$ cat src/rtl/rggen_rtl_pkg.sv
// Shared types for the register-block RTL: bus status codes, bridge FSM states
// and AXI response width.
package rggen_rtl_pkg;

    typedef enum logic [1:0] {
        RGGEN_OKAY         = 2'b00,
        RGGEN_EXOKAY       = 2'b01,
        RGGEN_SLAVE_ERROR  = 2'b10,
        RGGEN_DECODE_ERROR = 2'b11
    } rggen_status;

    typedef enum logic [1:0] {
        IDLE = 2'd0,
        BUS  = 2'd1,
        RESP = 2'd2
    } rggen_axi4lite_bridge_state;

    localparam int RGGEN_AXI_RESP_WIDTH = 2;

endpackage

$ cat src/rtl/rggen_bus_if.sv
// Single-request bus between the protocol bridge (master) and the register
// adapter (slave).
interface rggen_bus_if
    import rggen_rtl_pkg::*;
#(
    parameter int ADDRESS_WIDTH = 16,
    parameter int BUS_WIDTH     = 32
);
    logic                       valid;
    logic [ADDRESS_WIDTH-1:0]   address;
    logic                       write;
    logic [BUS_WIDTH-1:0]       write_data;
    logic [BUS_WIDTH/8-1:0]     strobe;
    logic                       ready;
    rggen_status                status;
    logic [BUS_WIDTH-1:0]       read_data;

    modport master (
        output valid, address, write, write_data, strobe,
        input  ready, status, read_data
    );

    modport slave (
        input  valid, address, write, write_data, strobe,
        output ready, status, read_data
    );
endinterface

$ cat src/rtl/rggen_request_holder.sv
// One-deep valid/ready capture register; ready is simply !full, and the owner
// frees the slot with i_clear once the request has been consumed.
module rggen_request_holder #(
    parameter int WIDTH = 1
) (
    input  logic             i_clk,
    input  logic             i_rst_n,
    input  logic             i_valid,
    output logic             o_ready,
    input  logic [WIDTH-1:0] i_data,
    input  logic             i_clear,
    output logic             o_full,
    output logic [WIDTH-1:0] o_data
);
    logic             full_q, full_d;
    logic [WIDTH-1:0] data_q, data_d;

    // Capture and clear never coincide: capture needs empty, clear needs full.
    always_comb begin
        full_d = full_q;
        data_d = data_q;
        if (i_valid && !full_q) begin
            full_d = 1'b1;
            data_d = i_data;
        end else if (i_clear) begin
            full_d = 1'b0;
        end
    end

    always_ff @(posedge i_clk or negedge i_rst_n) begin
        if (!i_rst_n) begin
            full_q <= 1'b0;
            data_q <= '0;
        end else begin
            full_q <= full_d;
            data_q <= data_d;
        end
    end

    assign o_ready = !full_q;
    assign o_full  = full_q;
    assign o_data  = data_q;
endmodule

$ cat src/rtl/rggen_axi4lite_bridge.sv
// AXI4-Lite slave front end: buffers AW/W/AR, serialises them onto rggen_bus_if
// one at a time and returns the captured status/data on B or R.
//
// state | meaning
// IDLE  | waiting for a complete write (AW+W) or a read (AR); arbitrate
// BUS   | request driven on bus_if, held until bus_if.ready
// RESP  | B or R response presented, held until bready/rready
module rggen_axi4lite_bridge
    import rggen_rtl_pkg::*;
#(
    parameter int ADDRESS_WIDTH = 16,
    parameter int BUS_WIDTH     = 32,
    parameter bit WRITE_FIRST   = 1'b1
) (
    input  logic                            i_clk,
    input  logic                            i_rst_n,
    input  logic                            i_awvalid,
    output logic                            o_awready,
    input  logic [ADDRESS_WIDTH-1:0]        i_awaddr,
    input  logic                            i_wvalid,
    output logic                            o_wready,
    input  logic [BUS_WIDTH-1:0]            i_wdata,
    input  logic [BUS_WIDTH/8-1:0]          i_wstrb,
    output logic                            o_bvalid,
    input  logic                            i_bready,
    output logic [RGGEN_AXI_RESP_WIDTH-1:0] o_bresp,
    input  logic                            i_arvalid,
    output logic                            o_arready,
    input  logic [ADDRESS_WIDTH-1:0]        i_araddr,
    output logic                            o_rvalid,
    input  logic                            i_rready,
    output logic [BUS_WIDTH-1:0]            o_rdata,
    output logic [RGGEN_AXI_RESP_WIDTH-1:0] o_rresp,
    rggen_bus_if.master                     bus_if
);
    localparam int STRB_WIDTH = BUS_WIDTH / 8;

    rggen_axi4lite_bridge_state      state_q, state_d;
    logic                            grant_write_q, grant_write_d;
    logic [RGGEN_AXI_RESP_WIDTH-1:0] resp_q, resp_d;
    logic [BUS_WIDTH-1:0]            rdata_q, rdata_d;

    logic                            aw_full, w_full, ar_full;
    logic [ADDRESS_WIDTH-1:0]        aw_addr, ar_addr;
    logic [BUS_WIDTH-1:0]            w_data;
    logic [STRB_WIDTH-1:0]           w_strb;
    logic                            bus_done;
    logic                            write_pending, read_pending;

    rggen_request_holder #(.WIDTH(ADDRESS_WIDTH)) u_aw (
        .i_clk(i_clk), .i_rst_n(i_rst_n),
        .i_valid(i_awvalid), .o_ready(o_awready), .i_data(i_awaddr),
        .i_clear(bus_done && grant_write_q), .o_full(aw_full), .o_data(aw_addr)
    );

    rggen_request_holder #(.WIDTH(BUS_WIDTH + STRB_WIDTH)) u_w (
        .i_clk(i_clk), .i_rst_n(i_rst_n),
        .i_valid(i_wvalid), .o_ready(o_wready), .i_data({i_wstrb, i_wdata}),
        .i_clear(bus_done && grant_write_q), .o_full(w_full), .o_data({w_strb, w_data})
    );

    rggen_request_holder #(.WIDTH(ADDRESS_WIDTH)) u_ar (
        .i_clk(i_clk), .i_rst_n(i_rst_n),
        .i_valid(i_arvalid), .o_ready(o_arready), .i_data(i_araddr),
        .i_clear(bus_done && !grant_write_q), .o_full(ar_full), .o_data(ar_addr)
    );

    assign write_pending = aw_full && w_full;
    assign read_pending  = ar_full;

    always_comb begin
        state_d       = state_q;
        grant_write_d = grant_write_q;
        resp_d        = resp_q;
        rdata_d       = rdata_q;
        bus_done      = 1'b0;
        case (state_q)
            IDLE: begin
                if (write_pending && (WRITE_FIRST || !read_pending)) begin
                    grant_write_d = 1'b1;
                    state_d       = BUS;
                end else if (read_pending) begin
                    grant_write_d = 1'b0;
                    state_d       = BUS;
                end
            end
            BUS: begin
                if (bus_if.ready) begin
                    resp_d   = bus_if.status;
                    bus_done = 1'b1;
                    state_d  = RESP;
                    if (!grant_write_q) begin
                        rdata_d = bus_if.read_data;
                    end
                end
            end
            RESP: begin
                if (grant_write_q ? i_bready : i_rready) begin
                    state_d = IDLE;
                end
            end
            default: state_d = IDLE;
        endcase
    end

    always_ff @(posedge i_clk or negedge i_rst_n) begin
        if (!i_rst_n) begin
            state_q       <= IDLE;
            grant_write_q <= 1'b0;
            resp_q        <= '0;
            rdata_q       <= '0;
        end else begin
            state_q       <= state_d;
            grant_write_q <= grant_write_d;
            resp_q        <= resp_d;
            rdata_q       <= rdata_d;
        end
    end

    // Reads present all-ones strobe and zero data so the adapter sees a clean request.
    assign bus_if.valid      = (state_q == BUS);
    assign bus_if.address    = grant_write_q ? aw_addr : ar_addr;
    assign bus_if.write      = grant_write_q;
    assign bus_if.write_data = grant_write_q ? w_data : '0;
    assign bus_if.strobe     = grant_write_q ? w_strb : '1;

    assign o_bvalid = (state_q == RESP) && grant_write_q;
    assign o_rvalid = (state_q == RESP) && !grant_write_q;
    assign o_bresp  = resp_q;
    assign o_rresp  = resp_q;
    assign o_rdata  = rdata_q;
endmodule

$ cat src/flat_wrapper.sv
// flat-port wrapper written by rule: the top's interface ports become plain ports
module rggen_axi4lite_bridge_flat import rggen_rtl_pkg::*;
#(
    parameter int ADDRESS_WIDTH = 16,
    parameter int BUS_WIDTH     = 32,
    parameter bit WRITE_FIRST   = 1'b1
)
  (i_clk, i_rst_n, i_awvalid, o_awready, i_awaddr, i_wvalid, o_wready, i_wdata, i_wstrb, o_bvalid, i_bready, o_bresp, i_arvalid, o_arready, i_araddr, o_rvalid, i_rready, o_rdata, o_rresp, bus_if_valid, bus_if_address, bus_if_write, bus_if_write_data, bus_if_strobe, bus_if_ready, bus_if_status, bus_if_read_data);
  rggen_bus_if #(.ADDRESS_WIDTH(ADDRESS_WIDTH), .BUS_WIDTH(BUS_WIDTH)) bus_if_i ();
  input  logic i_clk;
  input  logic i_rst_n;
  input  logic i_awvalid;
  output logic o_awready;
  input  logic [ADDRESS_WIDTH-1:0] i_awaddr;
  input  logic i_wvalid;
  output logic o_wready;
  input  logic [BUS_WIDTH-1:0] i_wdata;
  input  logic [BUS_WIDTH/8-1:0] i_wstrb;
  output logic o_bvalid;
  input  logic i_bready;
  output logic [RGGEN_AXI_RESP_WIDTH-1:0] o_bresp;
  input  logic i_arvalid;
  output logic o_arready;
  input  logic [ADDRESS_WIDTH-1:0] i_araddr;
  output logic o_rvalid;
  input  logic i_rready;
  output logic [BUS_WIDTH-1:0] o_rdata;
  output logic [RGGEN_AXI_RESP_WIDTH-1:0] o_rresp;
  output wire logic [$bits(bus_if_i.valid)-1:0] bus_if_valid;
  output wire logic [$bits(bus_if_i.address)-1:0] bus_if_address;
  output wire logic [$bits(bus_if_i.write)-1:0] bus_if_write;
  output wire logic [$bits(bus_if_i.write_data)-1:0] bus_if_write_data;
  output wire logic [$bits(bus_if_i.strobe)-1:0] bus_if_strobe;
  input wire logic [$bits(bus_if_i.ready)-1:0] bus_if_ready;
  input wire logic [$bits(bus_if_i.status)-1:0] bus_if_status;
  input wire logic [$bits(bus_if_i.read_data)-1:0] bus_if_read_data;
  assign bus_if_valid = bus_if_i.valid;
  assign bus_if_address = bus_if_i.address;
  assign bus_if_write = bus_if_i.write;
  assign bus_if_write_data = bus_if_i.write_data;
  assign bus_if_strobe = bus_if_i.strobe;
  assign bus_if_i.ready = bus_if_ready;
  assign bus_if_i.status = bus_if_status;
  assign bus_if_i.read_data = bus_if_read_data;
  rggen_axi4lite_bridge #(.ADDRESS_WIDTH(ADDRESS_WIDTH), .BUS_WIDTH(BUS_WIDTH), .WRITE_FIRST(WRITE_FIRST)) u_core (.i_clk(i_clk), .i_rst_n(i_rst_n), .i_awvalid(i_awvalid), .o_awready(o_awready), .i_awaddr(i_awaddr), .i_wvalid(i_wvalid), .o_wready(o_wready), .i_wdata(i_wdata), .i_wstrb(i_wstrb), .o_bvalid(o_bvalid), .i_bready(i_bready), .o_bresp(o_bresp), .i_arvalid(i_arvalid), .o_arready(o_arready), .i_araddr(i_araddr), .o_rvalid(o_rvalid), .i_rready(i_rready), .o_rdata(o_rdata), .o_rresp(o_rresp), .bus_if(bus_if_i));
endmodule
$ cat config.mk
export PLATFORM = sky130hd
export DESIGN_NAME = rggen_axi4lite_bridge_flat
export DESIGN_NICKNAME = d
export VERILOG_FILES = /design/src/rtl/rggen_rtl_pkg.sv /design/src/rtl/rggen_bus_if.sv /design/src/rtl/rggen_request_holder.sv /design/src/rtl/rggen_axi4lite_bridge.sv /design/src/flat_wrapper.sv
export SDC_FILE = /design/constraint.sdc
export NUM_CORES = 1
export LEC_CHECK = 0
export ABC_CLOCK_PERIOD_IN_PS = 1900
export BUFFER_PORTS_ARGS = -buffer_cell sky130_fd_sc_hd__buf_2
export CAP_MARGIN = 20
export CORE_MARGIN = 8
export CORE_UTILIZATION = 25
export DETAILED_ROUTE_END_ITERATION = 10
export PLACE_DENSITY_LB_ADDON = 0.2
export SYNTH_ARGS = -nofsm -noshare
export SYNTH_HDL_FRONTEND = slang
export SYNTH_HIERARCHICAL = 1
export SYNTH_SLANG_ARGS = --single-unit
$ cat constraint.sdc
create_clock -name i_clk -period 1.9 [get_ports i_clk]
set_clock_uncertainty 0.15 [all_clocks]
set_input_delay 0.095 -clock i_clk [delete_from_list [all_inputs] [get_ports i_clk]]
set_output_delay 0.095 -clock i_clk [all_outputs]
set_load 0.05 [all_outputs]
== Word level (Yosys, flattened, before mapping) ==
Index checks and enable logic that the tools add are counted.

* Memories kept: 0
* Output and inout port bits: 95
* Bits in latches: 0
* RAM bits: 0
* Bits in registers: 108
* Memory bits (read-only): 0

* Muxes and demuxes: 18
* Bitwise logic cells: 1
* Equality and inequality tests: 5
* Shifts and indexed selects: 0
* Reduce and logical (&&, ||, !) cells: 21
* $add $sub $neg: 0
* Div/mod/pow operators: 0
* $lt $le $gt $ge: 0
* $mul: 0

{| class="wikitable"
|+ Operators by type and width
! operator !! count
|-
| 32-bit two-way mux || 1
|-
| 16-bit two-way mux || 1
|-
| 1-bit two-way mux || 10
|-
| 1-bit logical AND || 8
|-
| 2-bit two-way mux || 4
|-
| 2-bit nonzero test || 4
|-
| 2-bit case mux with 3 select lines || 1
|-
| 3-bit AND reduction || 2
|-
| 1-bit logical NOT || 4
|-
| 4-bit two-way mux || 1
|-
| 2-bit by 1-bit inequality test with 1-bit output (second input constant) || 2
|-
| 2-bit AND reduction || 2
|-
| 3-bit by 2-bit inequality test with 1-bit output (second input constant) || 1
|-
| 2-bit by 1-bit equality test with 1-bit output (second input constant) || 1
|-
| 2-bit equality test (second input constant) || 1
|-
| 2-bit logical NOT || 1
|-
| 1-bit inverter || 1
|}

== Longest topological paths before layout ==
Gate-level depths: netlist of the first run.

* Depth after elaboration: 5
* Depth in mapped cells: 5
* Mapped depth without buffers: 3

== By module ==
Netlist of the first run, hierarchy kept.

{| class="wikitable"
|+ Modules (own cells, without submodules)
! module !! area each (µm²) !! times used !! cells an instance
|-
| rggen_axi4lite_bridge || 2044.5 || 1 || 150
|-
| rggen_request_holder at u_core.u_w || 1510.2 || 1 || 80
|-
| rggen_request_holder at u_core.u_ar ... || 679.4 || 2 || 38
|}

== Worst setup path after synthesis of the first run ==
No wires, ideal clock.

* Kind: register to output
* Start: register u_core.grant_write_q (netlist: u_core/bus_if.write)
* End: output port o_bvalid
* Arrival time: 1881 ps
* Required time: 1655 ps
* Setup slack: -226 ps
* Cell stages (with the launch flop): 5
* Path buffers: 2
* Cells stage by stage: dfrtp_1 buf_2 buf_2 inv_1 nor2_1

* Longest elaborated chain between the ends: 1

{| class="wikitable"
|+ RTL lines
! what !! RTL line !! source
|-
| start, declared || rggen_axi4lite_bridge.sv:39 || <nowiki>logic grant_write_q, grant_write_d;</nowiki>
|-
| start signal, assigned || rggen_axi4lite_bridge.sv:114 || <nowiki>grant_write_q <= grant_write_d;</nowiki>
|-
| 1-bit logical AND || rggen_axi4lite_bridge.sv:127 || <nowiki>assign o_bvalid = (state_q == RESP) && grant_write_q;</nowiki>
|-
| end, declared || flat_wrapper.sv:19 || <nowiki>output logic o_bvalid;</nowiki>
|}

Every way passes these cells.

== Worst setup path in the final report of the first run ==
* Start: register u_core.grant_write_q (netlist: u_core/bus_if.write)
* End: output port bus_if_address[5]

* Longest elaborated chain between the ends: 1

{| class="wikitable"
|+ RTL lines
! what !! RTL line !! source
|-
| 16-bit two-way mux || rggen_axi4lite_bridge.sv:122 || <nowiki>assign bus_if.address = grant_write_q ? aw_addr : ar_addr;</nowiki>
|-
| end, declared || flat_wrapper.sv:30 || <nowiki>output wire logic [$bits(bus_if_i.address)-1:0] bus_if_address;</nowiki>
|}

Every way passes these cells.

==> flow_metrics.py, run 1 <==
metrics = {
    "logic_synthesis": {
        "postSynthCellCount": 306,
        "yosys.cell_types.count": 22,
        "register_area_share_after_synthesis_pct": 55.00,
        "synthXorXnorAreaFrac_pct": 0,
        "fraction_of_the_mapped_netlist_area_in_compound_gates_pct": 0.9167,
        "synthesis.nets": 416,
        "yosys_warnings": 6,
        "post_synth.cell_area_avg_sq_um": 16.06,
        "mux_contribution_to_synthesized_area_pct": 33.08,
        "synthesis.area_sq_um": 4913,
        "largest_area_contributor_in_the_netlist": "sky130_fd_sc_hd__dfrtp_1",
        "synth_area_leaders": "sky130_fd_sc_hd__dfrtp_1, sky130_fd_sc_hd__mux2_4, sky130_fd_sc_hd__mux2_2, sky130_fd_sc_hd__and2_1, sky130_fd_sc_hd__buf_6",
        "main_combinational_cell_family_by_area_after_synthesis": "multiplexers",
        "post_synth_and_or_nand_nor_area_fraction_pct": 6.417,
        "synth.ff_latch_count": 108,
        "netlist.area_leader.share_pct": 55.00,
        "synthAdderAreaFrac_pct": 0,
    },
    "critical_path": {
        "crit_path_max_fanout": 14,
        "cp.buffers_inverters": 2,
        "critPathCaptureType": "output pin",
        "critical_path.cell_chain": "buf_12 > mux2_2 > buf_2",
        "critical-path-top-delay-family": "flip-flops",
        "worst-setup-path-type": "reg2out",
        "cp_max_stage_delay_ns": 0.47,
        "critPathArrivalTime_ns": 1.57,
        "crit_path_start_kind": "register",
        "crit_required_ns": 1.65,
        "critical-path-slowest-cell": "sky130_fd_sc_hd__dfrtp_2",
    },
    "place": {
        "routabilityCongestion": 0.7224,
        "dp.final_hpwl_um": 9560,
        "dp_slack_ns": 0.1515,
        "placed_cell_area_sq_um": 6187,
        "numPortBuffers": 204,
    },
    "final_layout": {
        "antennaDiodeCount": 0,
        "final_core_util_pct": 39.47,
        "filler_cell_count": 1877,
        "area.growth.synth_to_final_pct": 55.84,
        "layout-drive-gt1-share_pct": 56.98,
        "postLayoutCellArea_sq_um": 7657,
        "nets_final": 729,
    },
    "route": {
        "drt.antenna.violating_nets": 0,
        "routed_wl_um": 14130,
        "drt_drc_violations_left": 0,
        "drtPass1Iterations": 4,
        "via_per_inst": 4.021,
        "initialDrtViolationCount": 74,
        "wl_per_cell_um": 15.91,
        "vias": 3571,
    },
    "clock_tree": {
        "post_cts_buffers": 0,
        "tritoncts_buffers": 9,
        "cts.root.buffer_cell": "sky130_fd_sc_hd__clkbuf_16",
        "clkLatencyLatePin_ns": 0.35,
        "clkTransAtPathRegs_ns": 0.08,
        "clock-sinks": 108,
        "cts_tree": "built",
        "clock_tree.htree_level_count": 3,
        "largest_buffer_count_on_any_clock_path": 2,
    },
    "global_routing": {
        "antenna_found_initial": 0,
        "wire_length_of_the_first_global_routing_pass_um": 22110,
        "gr-usage-all-layers_pct": 11.56,
        "grt_pass1_vias": 4077,
        "grt.overflow.total": 0,
        "pin_count_of_the_biggest_net_entering_global_routing": 59,
    },
    "power": {
        "total_power_w": 0.01516,
        "p_leak_nw": 3.691,
        "vdd.ir_drop.worst_v": 0.001040,
        "power.density_nw_per_um2": 1980,
    },
    "floorplan": {
        "fp.dieW_um": 156.2,
        "core.rowCount": 51,
        "initial_core_utilization_pct": 25.33,
        "ios": 205,
        "die_y_um": 156.2,
        "floorplan.core_area_sq_um": 19400,
        "floorplan.die_area_sq_um": 24400,
    },
    "sta": {
        "max-slew-margin-rel_pct": 74.46,
        "finalCriticalPeriod_ns": 1.814,
        "worstMarginPinSlew_ns": 0.3831,
        "rsz0062_at_grt": "false",
        "fin_ws_ns": 0.08588,
        "fin_crit_sh_pct": 95.48,
        "final-hold-violation-count": 0,
        "fin_worst_hold_slack_ns": 0.04978,
        "achievable-frequency_ghz": 0.5512,
        "setup-violations-final": 0,
        "report.final.slew_viol_count": 0,
    },
    "worst_hold_path": {
        "hold_path_class": "in2async",
    },
    "status": {
        "outcome": "completed",
    },
    "job": {
        "drv.max_cap_violation_count": 0,
    },
}
## cells in the final DEF (no fill, tap or decap), types with 2 or more instances in the layout
master / Yosys / layout
sky130_fd_sc_hd__nor2b_2: 0 / 2
sky130_fd_sc_hd__clkbuf_4: 0 / 3
sky130_fd_sc_hd__mux2_2: 43 / 43
sky130_fd_sc_hd__buf_12: 3 / 4
sky130_fd_sc_hd__inv_1: 4 / 4
sky130_fd_sc_hd__buf_2: 3 / 200
sky130_fd_sc_hd__o21bai_1: 3 / 3
sky130_fd_sc_hd__buf_4: 2 / 5
sky130_fd_sc_hd__bufinv_16: 0 / 2
sky130_fd_sc_hd__dfrtp_1: 108 / 107
sky130_fd_sc_hd__mux2_4: 76 / 76
sky130_fd_sc_hd__nor2_1: 4 / 2
sky130_fd_sc_hd__clkbuf_16: 0 / 10
sky130_fd_sc_hd__and2_1: 32 / 32
sky130_fd_sc_hd__nor2_2: 0 / 2
sky130_fd_sc_hd__nand2b_1: 5 / 5
sky130_fd_sc_hd__dlygate4sd3_1: 0 / 108
## flip-flops by register name, indices dropped and copies added, names as in the netlist
name                 flops
u_core/u_w/o_data       36
u_core/o_rdata          32
u_core/u_ar/o_data      16
u_core/u_aw/o_data      16
u_core/o_bresp           2
u_core/state_q           2
u_core/bus_if.write      1
u_core/u_ar/o_full       1
u_core/u_aw/o_full       1
u_core/u_w/o_full        1
## repair_timing
action	CTS	global route
cloned	1	1
resized for setup	0	3
setup endpoints to repair	3	7
endpoints found under the hold margin	214	0
hold buffers	108	0
## routing by layer
metal | track usage, % | vias to the layer above | part of all wire [%]
li1 | - | 1668 | -
met1 | 12.74 | 1762 | 40
met2 | 19.83 | 119 | 49
met3 | 3.906 | 22 | 7.1
met4 | 5.217 | 0 | 3.1
met5 | 0 | - | 0
## metrics by stage
step / cells / TNS (ns)
global placement: 763 / 0
global route: 888 / 0
finish: 888 / 0
floorplan: 306 / -0.008888
detailed placement: 763 / 0
CTS: 887 / 0
## area by class of cell
cell class	count	area [sq um]	share of cell area (%)
multi-input cells	174	2003	26.16
well taps	265	331.6	4.330
clock inverters	5	85.08	1.111
clock buffers	10	239.0	3.121
flip-flops and latches	108	2704	35.31
repair buffers	322	2280	29.77
inverters	4	15.01	0.1961
## cell usage after synthesis, drive strengths merged
cell	number
a221oi	1
and2	32
buf	17
clkbuf	3
dfrtp	108
inv	4
mux2	119
nand2	1
nand2b	5
nand3b	1
nor2	4
nor2b	4
nor3b	1
nor4bb	1
o21ai	1
o21bai	3
o32ai	1
## worst paths after layout
kind,from,end,slack [ns],cells past startpoint
hold reg to reg,u_core/u_w/o_data[34],u_core/u_w/o_data[34],0.35,1
setup / recovery,u_core/bus_if.write,bus_if_address[5],0.09,3
hold / removal,i_rst_n,u_core/u_aw/o_full,0.05,2
max in group asynchronous,i_rst_n,u_core/o_rdata[28],0.85,3
min in group i_clk,i_arvalid,u_core/u_ar/o_full,0.11,4
setup reg to reg,u_core/bus_if.write,u_core/o_rdata[8],0.13,3
## where the power goes
group          total (W)  switching (W)  internal (W)
Combinational    0.00894        0.00565       0.00329
Clock            0.00205       0.000862       0.00119
Sequential       0.00417       0.000687       0.00348
## logic make-up (layout without fill, tap and decap cells)
family	after synthesis	after routing
buffers and inverters	24	341
AO/OA/AOI/OAI	6	6
AND/OR/NAND/NOR	49	49
flip-flops	108	108
multiplexers	119	119
(Power assumes the default switching activity.)
==> run 2: changes to the inputs <==
- SYNTH_HIERARCHICAL: 1 -> unset
==> run 2 against run 1 <==
Total power down 5.1%. Die area decreased by 4.3%. Sequential power is 1% lower. Clock-buffer cell count grew 2. First-iteration DRC count unchanged. Critical path type unchanged. Largest power group unchanged.
==> flow_metrics.py, run 2 <==
metrics = {
    "final_layout": {
        "layout-drive-gt1-share_pct": 57.05,
        "postLayoutCellArea_sq_um": 7371,
        "nets_final": 729,
        "final_common_cell": "sky130_fd_sc_hd__buf_2",
        "final_core_util_pct": 39.80,
        "area.growth.synth_to_final_pct": 57.47,
        "largest_register_ff_count": 36,
        "mostFrequentLayoutCells": "sky130_fd_sc_hd__buf_2, sky130_fd_sc_hd__dfrtp_1, sky130_fd_sc_hd__dlygate4sd3_1, sky130_fd_sc_hd__mux2_2, sky130_fd_sc_hd__and2_1",
        "antennaDiodeCount": 0,
    },
    "floorplan": {
        "core.rowCount": 50,
        "floorplan.core_area_sq_um": 18520,
        "floorplan.die_area_sq_um": 23360,
        "initial_core_utilization_pct": 25.28,
        "fp.dieW_um": 152.8,
        "ios": 205,
        "die_y_um": 152.8,
    },
    "route": {
        "drtPass1Iterations": 4,
        "drt_drc_violations_left": 0,
        "initialDrtViolationCount": 74,
        "vias": 3604,
        "via_per_inst": 4.200,
        "drt.antenna.violating_nets": 0,
        "routed_wl_um": 13640,
        "wl_per_cell_um": 15.90,
    },
    "clock_tree": {
        "post_cts.resized_instances": 0,
        "clkLatencyLatePin_ns": 0.34,
        "cts_tree": "built",
        "largest_buffer_count_on_any_clock_path": 2,
        "clkTransAtPathRegs_ns": 0.07,
        "tritoncts_buffers": 9,
        "cts.root.buffer_cell": "sky130_fd_sc_hd__clkbuf_16",
        "clock-sinks": 108,
        "clock_tree.htree_level_count": 3,
    },
    "place": {
        "routabilityCongestion": 0.7089,
        "dp.final_hpwl_um": 9540,
        "numPortBuffers": 204,
        "placed_cell_area_sq_um": 5993,
    },
    "sta": {
        "max-slew-margin-rel_pct": 68.70,
        "rsz0062_at_grt": "false",
        "worstMarginPinSlew_ns": 0.4695,
        "achievable-frequency_ghz": 0.5535,
        "setup-tns-final_ns": 0,
        "report.final.slew_viol_count": 0,
        "setup-violations-final": 0,
        "fin_crit_sh_pct": 95.10,
        "finalCriticalPeriod_ns": 1.807,
        "final-hold-violation-count": 0,
    },
    "critical_path": {
        "critical-path-slowest-cell": "sky130_fd_sc_hd__dfrtp_2",
        "worst_r2r_endpoint": "u_core.o_rdata[31]",
        "rr_startpoint": "u_core.bus_if.write",
        "critical-path-top-delay-family": "flip-flops",
        "cp.buffers_inverters": 2,
        "critPathArrivalTime_ns": 1.56,
        "crit_path_max_fanout": 26,
        "cp_max_stage_delay_ns": 0.44,
        "crit_required_ns": 1.65,
        "worst-r2r-setup-slack_ns": 0.17,
        "crit_path_depth": 3,
        "critPathCaptureType": "output pin",
        "crit_path_start_kind": "register",
        "reg2reg_depth": 3,
        "critical_path.cell_chain": "buf_12 > mux2_2 > buf_2",
        "worst-setup-path-type": "reg2out",
    },
    "worst_hold_path": {
        "hold-path-cell-count": 3,
        "hold_path_end": "u_core.u_aw.o_full",
        "hold_path_class": "in2reg",
        "hold_startpoint": "i_awvalid",
    },
    "logic_synthesis": {
        "synth_common_cells": "sky130_fd_sc_hd__dfrtp_1, sky130_fd_sc_hd__mux2_2, sky130_fd_sc_hd__and2_1",
        "synthesis.nets": 417,
        "postSynthCellCount": 307,
        "synth.ff_latch_count": 108,
        "largest_area_contributor_in_the_netlist": "sky130_fd_sc_hd__dfrtp_1",
        "most_frequently_used_cell_type_in_the_post_synthesis_netlist": "sky130_fd_sc_hd__dfrtp_1",
        "synth_area_leaders": "sky130_fd_sc_hd__dfrtp_1, sky130_fd_sc_hd__mux2_2, sky130_fd_sc_hd__mux2_4, sky130_fd_sc_hd__and2_1, sky130_fd_sc_hd__buf_12",
        "yosys.cell_types.count": 26,
        "yosys_warnings": 0,
        "netlist.area_leader.share_pct": 57.74,
        "post_synth.cell_area_avg_sq_um": 15.25,
        "synth_flop_cell": "sky130_fd_sc_hd__dfrtp_1",
        "synth_edf_count": 0,
        "asyncSetResetFlopFracSynth_pct": 100.0,
        "register_area_share_after_synthesis_pct": 57.74,
        "synthesis.area_sq_um": 4681,
    },
    "global_routing": {
        "wire_length_of_the_first_global_routing_pass_um": 21730,
        "grt.overflow.total": 0,
        "pin_count_of_the_biggest_net_entering_global_routing": 53,
        "gr-usage-all-layers_pct": 11.60,
        "antenna_found_initial": 0,
        "grt_pass1_vias": 4178,
    },
    "power": {
        "power.density_nw_per_um2": 1952,
        "vdd.ir_drop.worst_v": 0.001118,
        "p_leak_nw": 3.502,
    },
    "status": {
        "outcome": "completed",
    },
    "job": {
        "drv.max_cap_violation_count": 0,
    },
}
==> run 2: changes by cell type after synthesis, moves of 2 or more <==
cell,previous run,this run
sky130_fd_sc_hd__mux2_2,43,90
sky130_fd_sc_hd__mux2_4,76,29
sky130_fd_sc_hd__buf_2,3,11
sky130_fd_sc_hd__buf_6,7,1
sky130_fd_sc_hd__a21o_1,0,2
sky130_fd_sc_hd__buf_8,2,0
sky130_fd_sc_hd__o21bai_1,3,1
==> run 2: metal layers <==
layer	vias to the layer above	GRT usage (%)	wire, um
met4	0	4.383	228
met1	1813	11.91	5403
met3	14	3.637	773
li1	1671	-	-
met5	-	0	0
met2	106	21.66	7239
==> run 2: metrics by stage <==
step	worst slack, ns	instances	hold WS, ns	power (W)
2_1_floorplan	0.005518	307	-0.3506	0.01058
3_3_place_gp	0.2352	734	-0.06412	0.01236
3_5_place_dp	0.1943	734	-0.06258	0.01249
4_1_cts	0.02696	856	0.04421	0.01449
5_1_grt	0.02599	858	0.06619	0.01516
6_report	0.09315	858	0.06942	0.01439
==> run 2: logic make-up after synthesis <==
group	after synthesis	share of synthesized area [%]
AND/OR/NAND/NOR	49	6.656
flip-flops	108	57.74
buffers and inverters	25	3.689
multiplexers	119	30.95
AO/OA/AOI/OAI	6	0.9622
==> run 2: cell type report <==
cell class	count	area, sq um
repair buffers	322	2267
flip-flops and latches	108	2704
well taps	234	292.8
inverters	4	15.01
multi-input cells	174	1821
clock inverters	4	25.02
fillers	1745	11150
clock buffers	12	246.5
==> run 2: timing repair <==
action / 4_1_cts / 5_1_grt
endpoints found under the setup margin: 0 / 9
hold buffers: 106 / 0
hold endpoints to repair: 214 / 0
buffers inserted: 0 / 1
==> run 2: power breakdown <==
part	internal [W]	switching, W	total (W)
sequential	0.00348	0.000636	0.00412
combinational	0.00294	0.00559	0.00853
clock	0.000922	0.000812	0.00173
==> run 2: worst reg2reg max path: stages, from the launching register on <==
cell,delay [ns]
sky130_fd_sc_hd__dfrtp_2,0.46
sky130_fd_sc_hd__and4bb_2,0.35
sky130_fd_sc_hd__buf_12,0.25
sky130_fd_sc_hd__mux2_2,0.41
==> run 2: worst max-delay path by stage <==
stage / from / to / slack, ns
global route: u_core.bus_if.write / bus_if_address[0] / 0.03
CTS: u_core.bus_if.write / bus_if_address[0] / 0.03
detailed placement: u_core.state_q[1] / u_core.o_rdata[31] / 0.19
global placement: u_core.state_q[1] / u_core.o_rdata[1] / 0.24
floorplan: u_core.bus_if.write / o_rvalid / 0.006
finish: u_core.bus_if.write / bus_if_address[2] / 0.09
==> run 3: changes to the inputs <==
--- a/config.mk
+++ b/config.mk
@@ -13,3 +13,3 @@
 export DETAILED_ROUTE_END_ITERATION = 10
-export PLACE_DENSITY_LB_ADDON = 0.2
+export PLACE_DENSITY_LB_ADDON = 0.15
 export SYNTH_ARGS = -nofsm -noshare
==> constraint.sdc (replaced) <==
create_clock -name i_clk -period 1.9 [get_ports i_clk]
set_clock_uncertainty 0.15 [all_clocks]
set_input_delay 0.38 -clock i_clk [delete_from_list [all_inputs] [get_ports i_clk]]
set_output_delay 0.38 -clock i_clk [all_outputs]
set_load 0.05 [all_outputs]
==> run 3 against run 2 <==
The run now ends with setup timing left. Design area is 5.5% lower. Critical path type unchanged. Largest cell class unchanged. Sequential cell count unchanged. Wire length is 3.8% lower. Highest routed layer unchanged. Core utilization fell by 2.2 points.
==> flow_metrics.py, run 3 (synthesis results as in run 2) <==
metrics = {
    "worst_hold_path": {
        "hold_path_class": "in2reg",
        "hold-path-cell-count": 2,
        "hold_startpoint": "i_awaddr[2]",
        "hold_path_end": "u_core.u_aw.o_data[2]",
    },
    "critical_path": {
        "critPathArrivalTime_ns": 1.55,
        "critical_path.cell_chain": "buf_12 > buf_16 > mux2_4 > buf_8",
        "critical-path-top-delay-family": "flip-flops",
        "crit_path_max_fanout": 7,
        "cp_max_stage_delay_ns": 0.46,
        "worst-r2r-setup-slack_ns": 0.19,
        "critPathCaptureType": "output pin",
        "cp.buffers_inverters": 3,
        "rr_startpoint": "u_core.bus_if.write",
        "reg2reg_depth": 3,
        "critical-path-slowest-cell": "sky130_fd_sc_hd__dfrtp_2",
        "worst-setup-path-type": "reg2out",
        "crit_required_ns": 1.37,
        "worst_r2r_endpoint": "u_core.o_rdata[0]",
        "crit_path_start_kind": "register",
    },
    "route": {
        "vias": 3189,
        "drtPass1Iterations": 4,
        "drt.antenna.violating_nets": 0,
        "via_per_inst": 4.196,
        "initialDrtViolationCount": 76,
        "wl_per_cell_um": 17.27,
        "drt_drc_violations_left": 0,
        "routed_wl_um": 13120,
    },
    "floorplan": {
        "core.rowCount": 50,
        "floorplan.die_area_sq_um": 23360,
        "ios": 205,
        "die_y_um": 152.8,
        "floorplan.core_area_sq_um": 18520,
        "fp.dieW_um": 152.8,
        "initial_core_utilization_pct": 25.28,
    },
    "job": {
        "drv.max_cap_violation_count": 0,
    },
    "sta": {
        "setup-violations-final": 51,
        "fin_worst_hold_slack_ns": 0.1080,
        "fin_ws_ns": -0.1756,
        "rsz0062_at_grt": "true",
        "max-slew-margin-rel_pct": 79.41,
        "report.final.slew_viol_count": 0,
        "achievable-frequency_ghz": 0.4818,
        "final-hold-violation-count": 0,
        "fin_crit_sh_pct": 109.2,
        "finalCriticalPeriod_ns": 2.076,
        "worstMarginPinSlew_ns": 0.3089,
    },
    "final_layout": {
        "final_common_cell": "sky130_fd_sc_hd__buf_2",
        "area.growth.synth_to_final_pct": 48.86,
        "largest_register_ff_count": 36,
        "postLayoutCellArea_sq_um": 6968,
        "mostFrequentLayoutCells": "sky130_fd_sc_hd__buf_2, sky130_fd_sc_hd__dfrtp_1, sky130_fd_sc_hd__mux2_2, sky130_fd_sc_hd__mux2_4, sky130_fd_sc_hd__buf_6",
        "nets_final": 630,
        "layout-drive-gt1-share_pct": 76.76,
    },
    "clock_tree": {
        "clock_tree.htree_level_count": 3,
        "clkTransAtPathRegs_ns": 0.08,
        "cts_tree": "built",
        "cts.root.buffer_cell": "sky130_fd_sc_hd__clkbuf_16",
        "clock-sinks": 108,
        "largest_buffer_count_on_any_clock_path": 2,
        "clkLatencyLatePin_ns": 0.34,
        "tritoncts_buffers": 9,
    },
    "status": {
        "outcome": "complete, but fails checks",
        "failed_checks": "setup timing",
    },
    "global_routing": {
        "pin_count_of_the_biggest_net_entering_global_routing": 56,
        "grt.overflow.total": 0,
        "grt_pass1_vias": 3735,
        "gr-usage-all-layers_pct": 11.59,
        "antenna_found_initial": 1,
        "wire_length_of_the_first_global_routing_pass_um": 21310,
    },
    "place": {
        "dp_slack_ns": 0.1755,
        "dp.final_hpwl_um": 9537,
        "routabilityCongestion": 0.7471,
        "numPortBuffers": 204,
        "placed_cell_area_sq_um": 6060,
    },
}
==> run 3: area by class of cell <==
cell class                 instances  area (sq um)
inverter                           4         15.01
multi-input combinational        174          1974
tap                              234         292.8
sequential                       108          2706
timing repair buffer             223          1698
clock buffer                      11         242.7
clock inverter                     5         36.28
fill                            1817         11550
antenna                            1         2.502
==> run 3: worst max path at each step <==
| stage | from | cells after the start | to | slack [ns] |
|---|---|---|---|---|
| floorplan | u_core.bus_if.write | 3 | bus_if_address[14] | 0.01 |
| global placement | u_core.bus_if.write | 3 | bus_if_address[0] | 0.21 |
| detailed placement | u_core.bus_if.write | 3 | bus_if_address[4] | 0.18 |
| CTS | u_core.bus_if.write | 4 | bus_if_address[14] | -0.20 |
| global route | u_core.bus_if.write | 4 | bus_if_address[14] | -0.22 |
| finish | u_core.bus_if.write | 4 | bus_if_address[14] | -0.18 |
==> run 3: repair_timing <==
action | in CTS | in global routing
setup endpoints to repair | 53 | 55
hold endpoints to repair | 108 | 0
hold buffers | 1 | 0
pin swaps | 0 | 0
gates cloned | 2 | 0
resized for setup | 136 | 24
setup buffers | 3 | 1
==> run 3: routing by layer <==
layer / track usage, % / share of wire [%] / routed length (um)
met5: 0 / 0 / 0
met1: 13.28 / 40 / 5285
met3: 4.257 / 8.0 / 1044
met4: 4.618 / 2.2 / 291
met2: 19.34 / 50 / 6501
==> run 3: per-stage QoR <==
step | setup TNS, ns | utilization [%] | instances
after detailed placement | 0 | 32.72 | 736
final | -5.004 | 37.63 | 760
after global placement | 0 | 32.72 | 736
after global routing | -7.814 | 37.63 | 760
after floorplan | 0 | - | 307
after CTS | -6.327 | 37.17 | 758
Power of run 3 is not shown: default switching activity piles up to over one toggle a cycle in this logic, so the estimate is an artifact.
